--- config.mk ---
export PLATFORM = sky130hd
export DESIGN_NAME = transfer_sequencer
export DESIGN_NICKNAME = d
export VERILOG_FILES = /design/src/rtl/transfer_sequencer_pkg.sv /design/src/rtl/transfer_sequencer_watchdog.sv /design/src/rtl/transfer_sequencer.sv
export SDC_FILE = /design/constraint.sdc
export NUM_CORES = 1
export LEC_CHECK = 0
export BUFFER_PORTS_ARGS = -buffer_cell sky130_fd_sc_hd__buf_2
export CORE_MARGIN = 2
export CORE_UTILIZATION = 30
export DETAILED_ROUTE_END_ITERATION = 8
export GPL_TIMING_DRIVEN = 1
export SLEW_MARGIN = 10
export SYNTH_ARGS = -nofsm -noshare
export SYNTH_HDL_FRONTEND = slang
export SYNTH_SLANG_ARGS = --single-unit
--- constraint.sdc ---
create_clock -name clk -period 3.31 [get_ports clk]
set_input_delay 0.331 -clock clk [delete_from_list [all_inputs] [get_ports clk]]
set_output_delay 0.331 -clock clk [all_outputs]
set_load 0.02 [all_outputs]
--- src/rtl/transfer_sequencer_pkg.sv ---
// transfer_sequencer_pkg: state encodings, error codes and output decode
// shared by the transfer sequencer, its watchdog and the top level.
package transfer_sequencer_pkg;

    // Encoding is visible on the state port (debug / seven-segment).
    typedef enum logic [2:0] {
        ST_IDLE    = 3'd0,
        ST_CLEAR   = 3'd1,
        ST_RECEIVE = 3'd2,
        ST_DRAIN   = 3'd3,
        ST_DONE    = 3'd4,
        ST_ERROR   = 3'd5
    } seqState_t;

    localparam logic [3:0] ERR_NONE    = 4'h0;
    localparam logic [3:0] ERR_ABORT   = 4'hA;
    localparam logic [3:0] ERR_EMPTY   = 4'hE;
    localparam logic [3:0] ERR_TIMEOUT = 4'hF;

    typedef struct packed {
        logic comEnable;
        logic outEnable;
        logic pathReset;
        logic busy;
        logic done;
        logic error;
    } seqOuts_t;

    // While reset is held the datapath is kept in reset as well.
    localparam seqOuts_t RESET_OUTS = '{comEnable: 1'b0, outEnable: 1'b0, pathReset: 1'b1,
                                        busy: 1'b0, done: 1'b0, error: 1'b0};

    // Moore decode of the control outputs for a given state.
    function automatic seqOuts_t decodeOutputs(input seqState_t s);
        seqOuts_t o;
        o = '0;
        case (s)
            ST_CLEAR:   begin o.busy = 1'b1; o.pathReset = 1'b1; end
            ST_RECEIVE: begin o.busy = 1'b1; o.comEnable = 1'b1; end
            ST_DRAIN:   begin o.busy = 1'b1; o.outEnable = 1'b1; end
            ST_DONE:    o.done  = 1'b1;
            ST_ERROR:   o.error = 1'b1;
            default:    o = '0;
        endcase
        return o;
    endfunction

endpackage

--- src/rtl/transfer_sequencer_watchdog.sv ---
// seq_watchdog: saturating 16-bit phase counter with synchronous clear,
// count enable and an expired flag at LIMIT-1. Only used when the
// top level is built with TRANSFER_TIMEOUT_EN.
module seq_watchdog #(
    parameter int unsigned LIMIT = 65535
) (
    input  logic clk,
    input  logic reset,
    input  logic clear,
    input  logic enable,
    output logic expired
);

    logic [15:0] cnt;
    logic [15:0] effCnt;

    // clear marks the first cycle of a phase, so it takes effect immediately
    assign effCnt  = clear ? '0 : cnt;
    assign expired = enable && (effCnt == 16'(LIMIT - 1));

    // count enabled cycles, saturating at all-ones
    always_ff @(posedge clk or negedge reset) begin
        if (!reset) begin
            cnt <= '0;
        end else if (enable) begin
            cnt <= (effCnt == '1) ? effCnt : effCnt + 16'd1;
        end else begin
            cnt <= effCnt;
        end
    end

endmodule

--- src/rtl/transfer_sequencer.sv ---
// transfer_sequencer: sequences the UART receive path (clear, receive,
// drain) on a start pulse, latches the frame CRC and an error code.
// Optional watchdog on RECEIVE/DRAIN: define TRANSFER_TIMEOUT_EN.
module transfer_sequencer
    import transfer_sequencer_pkg::*;
#(
    parameter int unsigned CLEAR_CYCLES   = 4,
    parameter int unsigned MIN_BYTES      = 1
`ifdef TRANSFER_TIMEOUT_EN
    ,
    parameter int unsigned TIMEOUT_CYCLES = 65535
`endif
) (
    input  logic       clk,
    input  logic       reset,
    input  logic       start,
    input  logic       abort,
    input  logic       com_finish,
    input  logic [3:0] com_error,
    input  logic [7:0] crc_in,
    input  logic       fifo_empty,
    input  logic [9:0] fifo_count,
    input  logic       out_finish,
    output logic       com_enable,
    output logic       out_enable,
    output logic       path_reset,
    output logic       busy,
    output logic       done,
    output logic       error,
    output logic [3:0] err_code,
    output logic [7:0] crc_out,
    output logic [2:0] state
);

    seqState_t   stateQ;
    seqOuts_t    outsQ;
    logic [3:0]  errCodeQ;
    logic [7:0]  crcQ;
    logic [15:0] phaseCnt;
    logic        timeoutHit;

    // Outputs are registered alongside the state: each transition loads the
    // decode of the target state, otherwise the current state is re-decoded.
    always_ff @(posedge clk or negedge reset) begin
        if (!reset) begin
            stateQ   <= ST_IDLE;
            outsQ    <= RESET_OUTS;
            errCodeQ <= ERR_NONE;
            crcQ     <= '0;
            phaseCnt <= '0;
        end else begin
            outsQ <= decodeOutputs(stateQ);
            if (phaseCnt != '1) begin
                phaseCnt <= phaseCnt + 16'd1;
            end
            case (stateQ)
                ST_IDLE, ST_DONE, ST_ERROR: begin
                    if (start) begin
                        stateQ   <= ST_CLEAR;
                        outsQ    <= decodeOutputs(ST_CLEAR);
                        phaseCnt <= '0;
                        errCodeQ <= ERR_NONE;
                    end
                end
                ST_CLEAR: begin
                    if (abort) begin
                        stateQ   <= ST_ERROR;
                        outsQ    <= decodeOutputs(ST_ERROR);
                        phaseCnt <= '0;
                        errCodeQ <= ERR_ABORT;
                    end else if (phaseCnt == 16'(CLEAR_CYCLES - 1)) begin
                        stateQ   <= ST_RECEIVE;
                        outsQ    <= decodeOutputs(ST_RECEIVE);
                        phaseCnt <= '0;
                    end
                end
                ST_RECEIVE: begin
                    if (abort) begin
                        stateQ   <= ST_ERROR;
                        outsQ    <= decodeOutputs(ST_ERROR);
                        phaseCnt <= '0;
                        errCodeQ <= ERR_ABORT;
                    end else if (com_finish) begin
                        if (com_error != ERR_NONE) begin
                            stateQ   <= ST_ERROR;
                            outsQ    <= decodeOutputs(ST_ERROR);
                            phaseCnt <= '0;
                            errCodeQ <= com_error;
                        end else if (32'(fifo_count) < MIN_BYTES) begin
                            stateQ   <= ST_ERROR;
                            outsQ    <= decodeOutputs(ST_ERROR);
                            phaseCnt <= '0;
                            errCodeQ <= ERR_EMPTY;
                        end else begin
                            stateQ   <= ST_DRAIN;
                            outsQ    <= decodeOutputs(ST_DRAIN);
                            phaseCnt <= '0;
                            crcQ     <= crc_in;
                        end
                    end else if (timeoutHit) begin
                        stateQ   <= ST_ERROR;
                        outsQ    <= decodeOutputs(ST_ERROR);
                        phaseCnt <= '0;
                        errCodeQ <= ERR_TIMEOUT;
                    end
                end
                ST_DRAIN: begin
                    if (abort) begin
                        stateQ   <= ST_ERROR;
                        outsQ    <= decodeOutputs(ST_ERROR);
                        phaseCnt <= '0;
                        errCodeQ <= ERR_ABORT;
                    end else if (out_finish) begin
                        // out_finish with data still queued keeps draining
                        if (fifo_empty) begin
                            stateQ   <= ST_DONE;
                            outsQ    <= decodeOutputs(ST_DONE);
                            phaseCnt <= '0;
                        end
                    end else if (timeoutHit) begin
                        stateQ   <= ST_ERROR;
                        outsQ    <= decodeOutputs(ST_ERROR);
                        phaseCnt <= '0;
                        errCodeQ <= ERR_TIMEOUT;
                    end
                end
                default: begin
                    stateQ   <= ST_IDLE;
                    outsQ    <= decodeOutputs(ST_IDLE);
                    phaseCnt <= '0;
                end
            endcase
        end
    end

`ifdef TRANSFER_TIMEOUT_EN
    seqState_t prevState;
    logic      firstCycle;
    logic      inPhase;

    // remember last cycle's state so the watchdog restarts on every phase entry
    always_ff @(posedge clk or negedge reset) begin
        if (!reset) begin
            prevState <= ST_IDLE;
        end else begin
            prevState <= stateQ;
        end
    end

    assign firstCycle = (stateQ != prevState);
    assign inPhase    = (stateQ == ST_RECEIVE) || (stateQ == ST_DRAIN);

    seq_watchdog #(
        .LIMIT(TIMEOUT_CYCLES)
    ) uWatchdog (
        .clk    (clk),
        .reset  (reset),
        .clear  (firstCycle),
        .enable (inPhase),
        .expired(timeoutHit)
    );
`else
    assign timeoutHit = 1'b0;
`endif

    assign com_enable = outsQ.comEnable;
    assign out_enable = outsQ.outEnable;
    assign path_reset = outsQ.pathReset;
    assign busy       = outsQ.busy;
    assign done       = outsQ.done;
    assign error      = outsQ.error;
    assign err_code   = errCodeQ;
    assign crc_out    = crcQ;
    assign state      = stateQ;

endmodule

=== Word level (Yosys, flattened, before mapping) ===
Cells that the tools add are included.

* Magnitude comparators: 1
* Eq/ne operators: 14
* Add/subtract/negate cells: 1
* Reduce and logical (&&, ||, !) cells: 9
* Bitwise logic cells: 3
* Muxes and demuxes: 45

{| class="wikitable"
|+ Operators with widths
! kind !! count
|-
| 16-bit 2-to-1 mux || 9
|-
| 16-bit case mux with 4 select lines || 1
|-
| 6-bit 2-to-1 mux || 8
|-
| 3-bit 2-to-1 mux || 10
|-
| 4-bit 2-to-1 mux || 6
|-
| 6-bit case mux with 4 select lines || 1
|-
| 16-bit by 1-bit adder with 16-bit output, second input constant || 1
|-
| 16-bit by 2-bit equality test with 1-bit output, second input constant || 1
|-
| 16-bit != test, second input constant || 1
|-
| 5-bit AND reduction || 3
|-
| 3-bit != test, second input constant || 4
|-
| 3-bit case mux with 4 select lines || 1
|-
| 4-bit case mux with 3 select lines || 1
|-
| 10-bit by 1-bit less-than comparator with 1-bit output, second input constant || 1
|-
| 5-bit 2-to-1 mux || 2
|-
| 3-bit by 2-bit equality test with 1-bit output, second input constant || 2
|-
| 3-bit equality test, second input constant || 2
|-
| 1-bit 2-to-1 mux || 6
|-
| 3-bit OR reduction || 2
|-
| 4-bit != test, second input constant || 1
|-
| 4-bit nonzero test || 1
|-
| 3-bit by 1-bit equality test with 1-bit output, second input constant || 1
|-
| 3-bit logical NOT || 1
|-
| 1-bit NOT || 3
|-
| 4 further kinds || 4
|}

* Word-level logic and storage cells: 83
* Register bits after elaboration: 37
* Output and inout port bits: 21

=== Depth between registers and ports, before layout ===
Gate-level depths: netlist (run 1).

* Depth in word-level cells: 7
* Gate-level depth with buffers: 6
* Mapped depth without buffers: 5

=== Worst setup path after synthesis (run 1) ===
Ideal clock, no wire load.

* Kind: register -> register
* Start point: register stateQ[1], in the netlist state[1]
* End point: register errCodeQ[0], in the netlist err_code[0]
* Setup slack: 1330 ps
* Data required time: 3182 ps
* Stages on the path, launching flop included: 5
* Arrival time: 1852 ps
* Library setup time: 128 ps
* Buffers on the path: 0
* Path through: dfrtp_1 -> or4b_4 -> a311oi_4 -> or3_4 -> mux2_1

* Cells in the longest elaborated chain, start to end: 4

{| class="wikitable"
|+ RTL lines
! what !! line !! RTL
|-
| start: declaration || transfer_sequencer.sv:35 || <nowiki>seqState_t stateQ;</nowiki>
|-
| start signal: assignment || transfer_sequencer.sv:46 || <nowiki>stateQ <= ST_IDLE;</nowiki>
|-
| start signal: assignment || transfer_sequencer.sv:59 || <nowiki>stateQ <= ST_CLEAR;</nowiki>
|-
| start signal: assignment || transfer_sequencer.sv:67 || <nowiki>stateQ <= ST_ERROR;</nowiki>
|-
| 3-bit equality test, or another cell as far along || transfer_sequencer.sv:56 || <nowiki>case (stateQ)</nowiki>
|-
| 3-bit OR reduction / 2-bit OR reduction (equally long branches) || - ||
|-
| 2-bit != test (no line), or another cell as far along || - ||
|-
| 5-bit AND reduction (no line) || - ||
|-
| end signal: assignment || transfer_sequencer.sv:88 || <nowiki>errCodeQ <= com_error;</nowiki>
|-
| end: declaration || transfer_sequencer.sv:37 || <nowiki>logic [3:0] errCodeQ;</nowiki>
|}

Several ways; a longest one is shown, not always the timed one.
A chain may end at the register's enable or synchronous reset.

=== Worst setup path in the final report (run 1) ===
* Start point: register stateQ[1], in the netlist state[1]
* End point: register errCodeQ[2], in the netlist err_code[2]

Same word-level chain as after synthesis.

==> results of run 1 <==
final cells by class:
cell class	instances	share of cell area (%)
clock buffers	5	2.82
clock inverters	3	0.871
inverters	6	0.923
multi-input cells	145	42.6
flip-flops and latches	37	38.0
well taps	80	4.10
repair buffers	51	10.7
final timing paths:
kind                                         startpoint                      end  cells past startpoint
worst max-delay path               state[1]$_DFFE_PN0P_  err_code[2]$_DFFE_PN0P_                      4
worst min-delay path                              reset    phaseCnt[2]$_DFF_PN0_                      1
worst max register to register     state[1]$_DFFE_PN0P_  err_code[2]$_DFFE_PN0P_                      4
worst min register to register  err_code[0]$_DFFE_PN0P_  err_code[0]$_DFFE_PN0P_                      1
max in group asynchronous                         reset     state[0]$_DFFE_PN0P_                      1
min in group clk                              crc_in[0]   crc_out[0]$_DFFE_PN0P_                      2
sequential cells by signal, indices dropped and copies added (netlist names), 3 cells and up:
| signal | flops |
|---|---|
| err_code | 4 |
| crc_out | 8 |
| phaseCnt | 16 |
| state | 3 |
layout by cell type, fill, tap and decap left out, types with 5 or more instances in the layout:
cell type | netlist | final
a21oi_1 | 9 | 9
buf_2 | 4 | 49
clkbuf_8 | 0 | 5
dfrtp_1 | 36 | 36
inv_1 | 6 | 6
mux2_4 | 8 | 8
nand2_1 | 10 | 10
nand3_1 | 8 | 8
nand4_1 | 8 | 8
nor2_1 | 24 | 24
nor3_1 | 8 | 8
nor4_1 | 5 | 5
o21ai_0 | 5 | 5
per-layer routing:
layer	global-route usage [%]	routed length [um]
met1	18.0	2200
met3	3.05	209
met4	4.97	60
met5	0	0
met2	21.5	2260
logic make-up (layout without fill, tap and decap cells):
| kind of cell | count (synthesis) | count (layout) | share of synthesized area (%) |
|---|---|---|---|
| buffers and inverters | 15 | 65 | 3.56 |
| flip-flops | 37 | 37 | 45.4 |
| AO/OA/AOI/OAI | 40 | 40 | 15.0 |
| adder cells (fa/ha/maj) | 1 | 1 | 0.613 |
| XOR/XNOR | 1 | 1 | 0.429 |
| AND/OR/NAND/NOR | 88 | 88 | 25.4 |
| multiplexers | 15 | 15 | 9.56 |
stage by stage:
step	worst slack, ns	instances	utilization [%]	hold slack [ns]
final	1.11	327	36.5	0.126
after global routing	0.990	327	36.5	0.203
after CTS	1.09	327	36.5	0.169
after detailed placement	1.11	319	35.2	0.484
after global placement	1.18	319	35.2	0.481
after floorplan	1.33	197	-	0.0354
power breakdown:
group / switching [W] / leakage (nW) / internal (W)
combinational: 0.000291 / 0.597 / 0.000216
sequential: 0.000101 / 0.498 / 0.000530
clock: 0.000171 / 0.0445 / 0.000149
total: 0.000563 / 1.14 / 0.000895
==> flow_metrics.env, run 1 <==
export IMPL_clk_pin_slew_ns=0.08
export IMPL_syn_to_final_growth_pct=19.6
export IMPL_drive_above_1_share_pct=32.0
export IMPL_fp_dieW_um=86.5
export IMPL_cp_max_fo=18
export IMPL_crit_family="simple AND/OR/NAND/NOR gates"
export IMPL_start_util_pct=30.5
export IMPL_synthCells=197
export IMPL_fin_setup_tns_ns=0
export IMPL_synth_edf_count=0
export IMPL_outcome="finished clean"
export IMPL_pin_count=50
export IMPL_gp_congestion=0.844
export IMPL_antenna_found_initial=0
export IMPL_seq_area_um2=927
export IMPL_yosys_area_top_type_share_pct=44.1
export IMPL_core_area_um2=6680
export IMPL_track_usage_pct=13.5
export IMPL_tightest_slew_ns=0.829
export IMPL_pwr_density_cell_nw_per_um2=597
export IMPL_synth_common_cells="36 x dfrtp_1, 24 x nor2_1, 10 x nand2_1"
export IMPL_fin_nets=276
export IMPL_arrival_ns=2.37
export IMPL_multi_input_area_um2=1040
export IMPL_yosysTopAreaCell="dfrtp_1"
export IMPL_cts_hold_buf=0
export IMPL_dp_hpwl_mm=3.42
export IMPL_clock_skew_ns=0.00576
export IMPL_synthesis_nets=227
export IMPL_num_rows=30
export IMPL_worst_setup_path_type="register to register"
export IMPL_synth_seq_area_share_pct=45.4
export IMPL_drv_cap=0
export IMPL_path_buf_inv=0
export IMPL_min_period_over_period_pct=66.3
export IMPL_routedWlPerCell_um=14.5
export IMPL_leakagePower_nw=1.14
export IMPL_min_path_type="input port to async pin"
export IMPL_antenna_cells=0
export IMPL_vias_per_cell=5.37
export IMPL_route_detailed_drc=0
export IMPL_clock_sinks=37
export IMPL_path_cells="or4b_4, a311oi_4, or3_4, mux2_1"
export IMPL_ys_types=56
export IMPL_n_fill_cell=681
export IMPL_grt_max_degree=38
export IMPL_cts_max_level=2
export IMPL_slowest_stage="dfrtp_1"
export IMPL_critPathCaptureType="register"
export IMPL_yosysMostFrequentCell="dfrtp_1"
export IMPL_dieHeight_um=86.5
export IMPL_grt_pass1_vias=1682
export IMPL_syn_area_um2=2040
export IMPL_final_min_clock_period_ns=2.20
export IMPL_cts_buffers=5
export IMPL_finalHoldViolCount=0
export IMPL_fmax_ghz=0.455
export IMPL_ys_ff_latch=37
export IMPL_dpl_cell_area_um2=2350
export IMPL_ctsRootBufferMaster="clkbuf_8"
export IMPL_synth_area_top_cells="dfrtp_1 44%, mux2_4 5.9%, nor2_1 4.4%"
export IMPL_synthArstFlopShare_pct=100
export IMPL_vias=1757
export IMPL_postCtsSetupBuffers=0
export IMPL_required_ns=3.49
export IMPL_setup_viol=0
export IMPL_slew_headroom_pct=44.7
export IMPL_wl_mm=4.73
export IMPL_grt_overflow_total=0
export IMPL_clockBufferDepth=2
export IMPL_ys_flop_type="dfrtp_1"
export IMPL_drt_iter0_drc=116
export IMPL_cts_tree="done"
export IMPL_clk_latency_ns=0.29
export IMPL_grt_pass1_wl_mm=8.05
export IMPL_ff2ff_setup_slack_ns=1.11
export IMPL_total_power_w=0.00146
export IMPL_syn_area_per_cell_um2=10.4
export IMPL_design_area_um2=2440
export IMPL_crit_path_start_kind="register"
export IMPL_slew_violations=0
export IMPL_slowest_delay_ns=0.66
export IMPL_synth_warnings=0
export IMPL_first_pass_iters=4
export IMPL_rsz0062_at_grt="no"
export IMPL_io_buffers=49
export IMPL_dieArea_um2=7480
export IMPL_cts_repair_resized=0
export IMPL_ir_drop_v=0.000244
export IMPL_final_antenna_net_count=0
(Power assumes the default switching activity.)
==> inputs of run 2 (changes only) <==
--- a/config.mk
+++ b/config.mk
@@ -5,6 +5,7 @@
 export SDC_FILE = /design/constraint.sdc
 export NUM_CORES = 1
 export LEC_CHECK = 0
+export ABC_AREA = 1
 export BUFFER_PORTS_ARGS = -buffer_cell sky130_fd_sc_hd__buf_2
 export CORE_MARGIN = 2
 export CORE_UTILIZATION = 30
==> constraint.sdc (replaced) <==
create_clock -name clk -period 2.2 [get_ports clk]
set_input_delay 0.22 -clock clk [delete_from_list [all_inputs] [get_ports clk]]
set_output_delay 0.22 -clock clk [all_outputs]
set_load 0.02 [all_outputs]
==> run 2 against run 1 <==
Net effect: global-route usage up 0.83 points; routed wire length grew 5.5%; sequential cell count unchanged; non-clock buffer count down 2; fmax is 31% higher; sequential share of layout area is 2.6 points lower; final cell count is 43% higher.
==> flow_metrics.env, run 2 <==
export IMPL_worst_setup_path_type="register to register"
export IMPL_route_detailed_drc=0
export IMPL_first_pass_iters=4
export IMPL_start_util_pct=30.6
export IMPL_fin_setup_tns_ns=0
export IMPL_routedWlPerCell_um=10.7
export IMPL_clk_latency_ns=0.29
export IMPL_fin_util_pct=36.5
export IMPL_arrival_ns=1.89
export IMPL_grt_overflow_total=0
export IMPL_syn_area_um2=2190
export IMPL_vias=2058
export IMPL_wl_mm=4.99
export IMPL_rsz0062_at_grt="no"
export IMPL_synthCells=314
export IMPL_place_ws_ns=0.554
export IMPL_yosys_area_top_type_share_pct=41.1
export IMPL_grt_pass1_wl_mm=8.93
export IMPL_path_buf_inv=1
export IMPL_crit_path_start_kind="register"
export IMPL_synth_common_cells="106 x nand2_1, 51 x nor2_1, 36 x dfrtp_1, 36 x inv_1, 17 x nand3_1"
export IMPL_leakagePower_nw=1.42
export IMPL_setup_ws_ns=0.528
export IMPL_vias_per_cell=4.40
export IMPL_slew_violations=0
export IMPL_slowest_delay_ns=0.42
export IMPL_yosysTopAreaCell="dfrtp_1"
export IMPL_clock_sinks=37
export IMPL_mostFrequentLayoutCells="106 x nand2_1, 51 x nor2_1, 49 x buf_2, 36 x inv_1, 36 x dfrtp_1"
export IMPL_cp_max_fo=7
export IMPL_min_period_over_period_pct=76.0
export IMPL_num_rows=31
export IMPL_core_area_um2=7180
export IMPL_finalHoldViolCount=0
export IMPL_cts_tree="done"
export IMPL_clock_skew_ns=0.00622
export IMPL_dieArea_um2=8010
export IMPL_multi_input_area_um2=1080
export IMPL_antenna_found_initial=0
export IMPL_min_path_type="input port to async pin"
export IMPL_layout_commonest_cell="nand2_1"
export IMPL_instances_no_fill=468
export IMPL_synthArstFlopShare_pct=100
export IMPL_place_inst=460
export IMPL_pin_count=50
export IMPL_synth_seq_area_share_pct=42.3
export IMPL_critPathCaptureType="register"
export IMPL_dieHeight_um=89.5
export IMPL_fin_nets=398
export IMPL_n_fill_cell=783
export IMPL_largest_register_ffs=16
export IMPL_setup_viol=0
export IMPL_ys_ff_latch=37
export IMPL_clockBufferDepth=2
export IMPL_slowest_stage="dfrtp_1"
export IMPL_synthesis_nets=344
export IMPL_grt_pass1_vias=2020
export IMPL_syn_area_per_cell_um2=6.99
export IMPL_grt_max_degree=38
export IMPL_slew_headroom_pct=45.2
export IMPL_fp_dieW_um=89.5
export IMPL_top_register="phaseCnt"
export IMPL_cts_repair_resized=0
export IMPL_fmax_ghz=0.598
export IMPL_synth_area_top_cells="dfrtp_1 41%, nand2_1 18%, nor2_1 8.7%"
export IMPL_outcome="finished clean"
export IMPL_clk_pin_slew_ns=0.08
export IMPL_gp_congestion=0.877
export IMPL_synth_edf_count=0
export IMPL_ctsRootBufferMaster="clkbuf_8"
export IMPL_final_antenna_net_count=0
export IMPL_required_ns=2.42
export IMPL_pwr_density_cell_nw_per_um2=867
export IMPL_tightest_slew_ns=0.822
export IMPL_drv_cap=0
export IMPL_seq_area_um2=927
export IMPL_final_min_clock_period_ns=1.67
export IMPL_drt_iter0_drc=106
export IMPL_io_buffers=49
export IMPL_crit_family="simple AND/OR/NAND/NOR gates"
export IMPL_path_cells="ha_1, inv_1, nor2_1, nand2_1, nor2_2, nand2_2, nand2_1, nor2_1, nor2_2"
export IMPL_ys_flop_type="dfrtp_1"
export IMPL_ir_drop_v=0.000318
export IMPL_cts_hold_buf=0
export IMPL_drive_above_1_share_pct=25.7
export IMPL_syn_to_final_growth_pct=19.6
export IMPL_track_usage_pct=14.4
export IMPL_ys_types=28
export IMPL_cts_buffers=5
export IMPL_dp_hpwl_mm=3.86
export IMPL_antenna_cells=0
export IMPL_synth_warnings=0
export IMPL_hold_slack_ns=0.0188
export IMPL_yosysMostFrequentCell="nand2_1"
export IMPL_cts_max_level=2
export IMPL_postCtsSetupBuffers=0
-- run 2: cell count changes in the layout (fill, tap and decap cells not counted), sizes merged, moves of 7 or more --
cell   before  now
a21oi       9    2
inv         7   42
mux2       12    0
nand2      11  119
nand3       8   20
nor2       24   62
nor4        8    0
-- run 2: path summary, 6_finish.rpt --
check	endpoint	slack (ns)	startpoint	cells past startpoint
max in group asynchronous	crc_out[2]$_DFFE_PN0P_	1.67	reset	1
worst min-delay path	phaseCnt[5]$_DFF_PN0_	0.02	reset	1
worst max-delay path	phaseCnt[9]$_DFF_PN0_	0.53	phaseCnt[0]$_DFF_PN0_	9
worst max register to register	phaseCnt[9]$_DFF_PN0_	0.53	phaseCnt[0]$_DFF_PN0_	9
min in group clk	crc_out[6]$_DFFE_PN0P_	0.12	crc_in[6]	3
worst min register to register	err_code[0]$_DFFE_PN0P_	0.48	err_code[0]$_DFFE_PN0P_	2
-- run 2: cell type report --
type | count | share of cell area [%]
multi-input cells | 233 | 41.2
flip-flops and latches | 37 | 35.4
repair buffers | 49 | 9.35
inverters | 42 | 6.01
well taps | 99 | 4.72
clock buffers | 6 | 2.77
clock inverters | 2 | 0.573
-- run 2: layer usage --
metal  vias up  track usage, %  routed length, um
li1       1080               -                  -
met1       917            18.4               2300
met2        52            24.2               2340
met3         9            3.32                260
met4         0            4.21                 80
met5         -               0                  0
-- run 2: through the flow --
step	power [W]	area (um2)
floorplan	0.00160	2190
global placement	0.00180	2530
detailed placement	0.00181	2530
CTS	0.00231	2620
global route	0.00246	2620
finish	0.00227	2620
-- run 2: cell families (layout without fill, tap and decap cells) --
family | Yosys count | in the layout | synth area share (%)
simple gates | 215 | 215 | 44.0
compound gates | 16 | 16 | 4.34
flops | 37 | 37 | 42.3
buf+inv | 44 | 99 | 8.44
xor+xnor | 1 | 1 | 0.399
fa+ha+maj | 1 | 1 | 0.570
-- run 2: power by group --
part           switching, W  leakage, nW  internal [W]
clock              0.000258       0.0374      0.000223
combinational      0.000608        0.882      0.000279
sequential         0.000105        0.500      0.000800
==> inputs of run 3 (changes only) <==
==> constraint.sdc (replaced) <==
create_clock -name clk -period 1.4 [get_ports clk]
set_input_delay 0.14 -clock clk [delete_from_list [all_inputs] [get_ports clk]]
set_output_delay 0.14 -clock clk [all_outputs]
set_load 0.02 [all_outputs]
==> run 3 against run 2 <==
Net effect: the flow now finishes with violations (negative setup slack); clock skew is 0.0046 ns higher; largest power group is now combinational cells; register-to-register slack worse by 0.59 ns; critical path type unchanged; combinational power grew to 2.5 times the previous value.
==> flow_metrics.env, run 3 (synthesis results as in run 2) <==
export IMPL_arrival_ns=1.64
export IMPL_slew_violations=0
export IMPL_cts_buffers=5
export IMPL_dieHeight_um=89.5
export IMPL_min_path_type="input port to register"
export IMPL_slew_headroom_pct=73.6
export IMPL_drt_iter0_drc=64
export IMPL_outcome="finished with violations"
export IMPL_antenna_found_initial=0
export IMPL_pwr_density_cell_nw_per_um2=1410
export IMPL_drive_above_1_share_pct=40.8
export IMPL_route_detailed_drc=0
export IMPL_place_inst=493
export IMPL_final_antenna_net_count=0
export IMPL_grt_overflow_total=0
export IMPL_grt_pass1_wl_mm=9.56
export IMPL_grt_max_degree=24
export IMPL_vias=2226
export IMPL_fmax_ghz=0.684
export IMPL_worst_setup_path_type="register to register"
export IMPL_core_area_um2=7180
export IMPL_crit_path_start_kind="register"
export IMPL_setup_ws_ns=-0.0617
export IMPL_grt_use_met1_pct=19.7
export IMPL_grt_pass1_vias=2146
export IMPL_tightest_slew_ns=0.396
export IMPL_ir_drop_v=0.000727
export IMPL_largest_register_ffs=16
export IMPL_io_buffers=49
export IMPL_cp_max_fo=4
export IMPL_dieArea_um2=8010
export IMPL_fin_nets=443
export IMPL_multi_input_area_um2=1240
export IMPL_dp_hpwl_mm=4.26
export IMPL_ctsRootBufferMaster="clkbuf_8"
export IMPL_top_register="phaseCnt"
export IMPL_place_ws_ns=-0.0615
export IMPL_seq_area_um2=933
export IMPL_layout_commonest_cell="nand2_1"
export IMPL_num_rows=31
export IMPL_vias_per_cell=4.34
export IMPL_clk_latency_ns=0.30
export IMPL_clock_sinks=37
export IMPL_final_min_clock_period_ns=1.46
export IMPL_syn_to_final_growth_pct=43.7
export IMPL_min_period_over_period_pct=104
export IMPL_mostFrequentLayoutCells="98 x nand2_1, 49 x buf_2, 42 x nor2_1, 40 x buf_4, 35 x inv_1"
export IMPL_gp_congestion=0.839
export IMPL_required_ns=1.58
export IMPL_dpl_cell_area_um2=2800
export IMPL_design_area_um2=3150
export IMPL_routedWlPerCell_um=11.2
export IMPL_finalHoldViolCount=0
export IMPL_top_usage_layer="met2"
export IMPL_start_util_pct=30.6
export IMPL_grtUsageMet2_pct=26.4
export IMPL_fin_util_pct=43.9
export IMPL_antenna_cells=0
export IMPL_n_fill_cell=735
export IMPL_leakagePower_nw=1.66
export IMPL_track_usage_pct=15.4
export IMPL_clockBufferDepth=2
export IMPL_clk_pin_slew_ns=0.09
export IMPL_drv_cap=0
export IMPL_pin_count=50
export IMPL_rsz0062_at_grt="yes"
export IMPL_use_met3_pct=3.23
export IMPL_critPathCaptureType="register"
export IMPL_cts_max_level=2
export IMPL_fp_dieW_um=89.5
export IMPL_clock_skew_ns=0.0108
export IMPL_wl_mm=5.77
export IMPL_cts_tree="done"
export IMPL_failed_checks="negative setup slack"
export IMPL_first_pass_iters=4
export IMPL_instances_no_fill=513
export IMPL_setup_viol=17
==> run 3: final timing paths <==
path	start	end	slack, ns	cells past startpoint
worst max-delay path	state[2]$_DFFE_PN0P_	com_enable$_DFF_PN0_	-0.06	8
worst min-delay path	crc_in[0]	crc_out[0]$_DFFE_PN0P_	0.03	3
worst max register to register	state[2]$_DFFE_PN0P_	com_enable$_DFF_PN0_	-0.06	8
worst min register to register	err_code[2]$_DFFE_PN0P_	err_code[2]$_DFFE_PN0P_	0.48	2
max in group asynchronous	reset	path_reset$_DFF_PN1_	0.56	3
min in group asynchronous	reset	phaseCnt[0]$_DFF_PN0_	0.30	2
==> run 3: cell type report <==
| type | count | area share, % |
|---|---|---|
| clock buffers | 5 | 2.18 |
| clock inverters | 3 | 0.675 |
| inverters | 42 | 5.16 |
| multi-input cells | 234 | 39.5 |
| flip-flops and latches | 37 | 29.6 |
| well taps | 99 | 3.93 |
| repair buffers | 93 | 19.0 |
==> run 3: through the flow <==
step	setup TNS (ns)	power (W)	hold slack [ns]
3_3_place_gp	-0.0109	0.00317	0.0933
3_5_place_dp	-0.480	0.00319	0.0927
5_1_grt	-2.05	0.00473	0.0352
2_1_floorplan	-0.00615	0.00252	-0.156
6_report	-0.287	0.00444	0.0327
4_1_cts	-0.0770	0.00410	0.0260
==> run 3: worst max-delay path: stages (launching register included) <==
cell     delay (ns)
dfrtp_2        0.46
inv_2          0.09
nand2_4        0.07
inv_4          0.07
nand2_4        0.05
nor2_4         0.14
buf_6          0.12
inv_1          0.04
o21ai_0        0.28
==> run 3: timing repair <==
| item | CTS | global route |
|---|---|---|
| setup endpoints to repair | 20 | 33 |
| setup buffers | 2 | 8 |
| hold endpoints to repair | 14 | 0 |
| hold buffers | 1 | 0 |
| gates resized for setup | 16 | 30 |
| cloned | 0 | 1 |
| pin swaps | 1 | 16 |
==> run 3: report_power, final <==
| part | total, W | internal (W) | switching [W] |
|---|---|---|---|
| clock | 0.000799 | 0.000354 | 0.000445 |
| sequential | 0.00140 | 0.00127 | 0.000136 |
| combinational | 0.00224 | 0.000927 | 0.00132 |
==> run 3: layer usage <==
metal  part of all wire [%]  vias to the layer above
met1                     45                      997
met3                    5.3                        7
met4                   0.97                        0
met5                      0                        -
met2                     49                       57
li1                       -                     1165
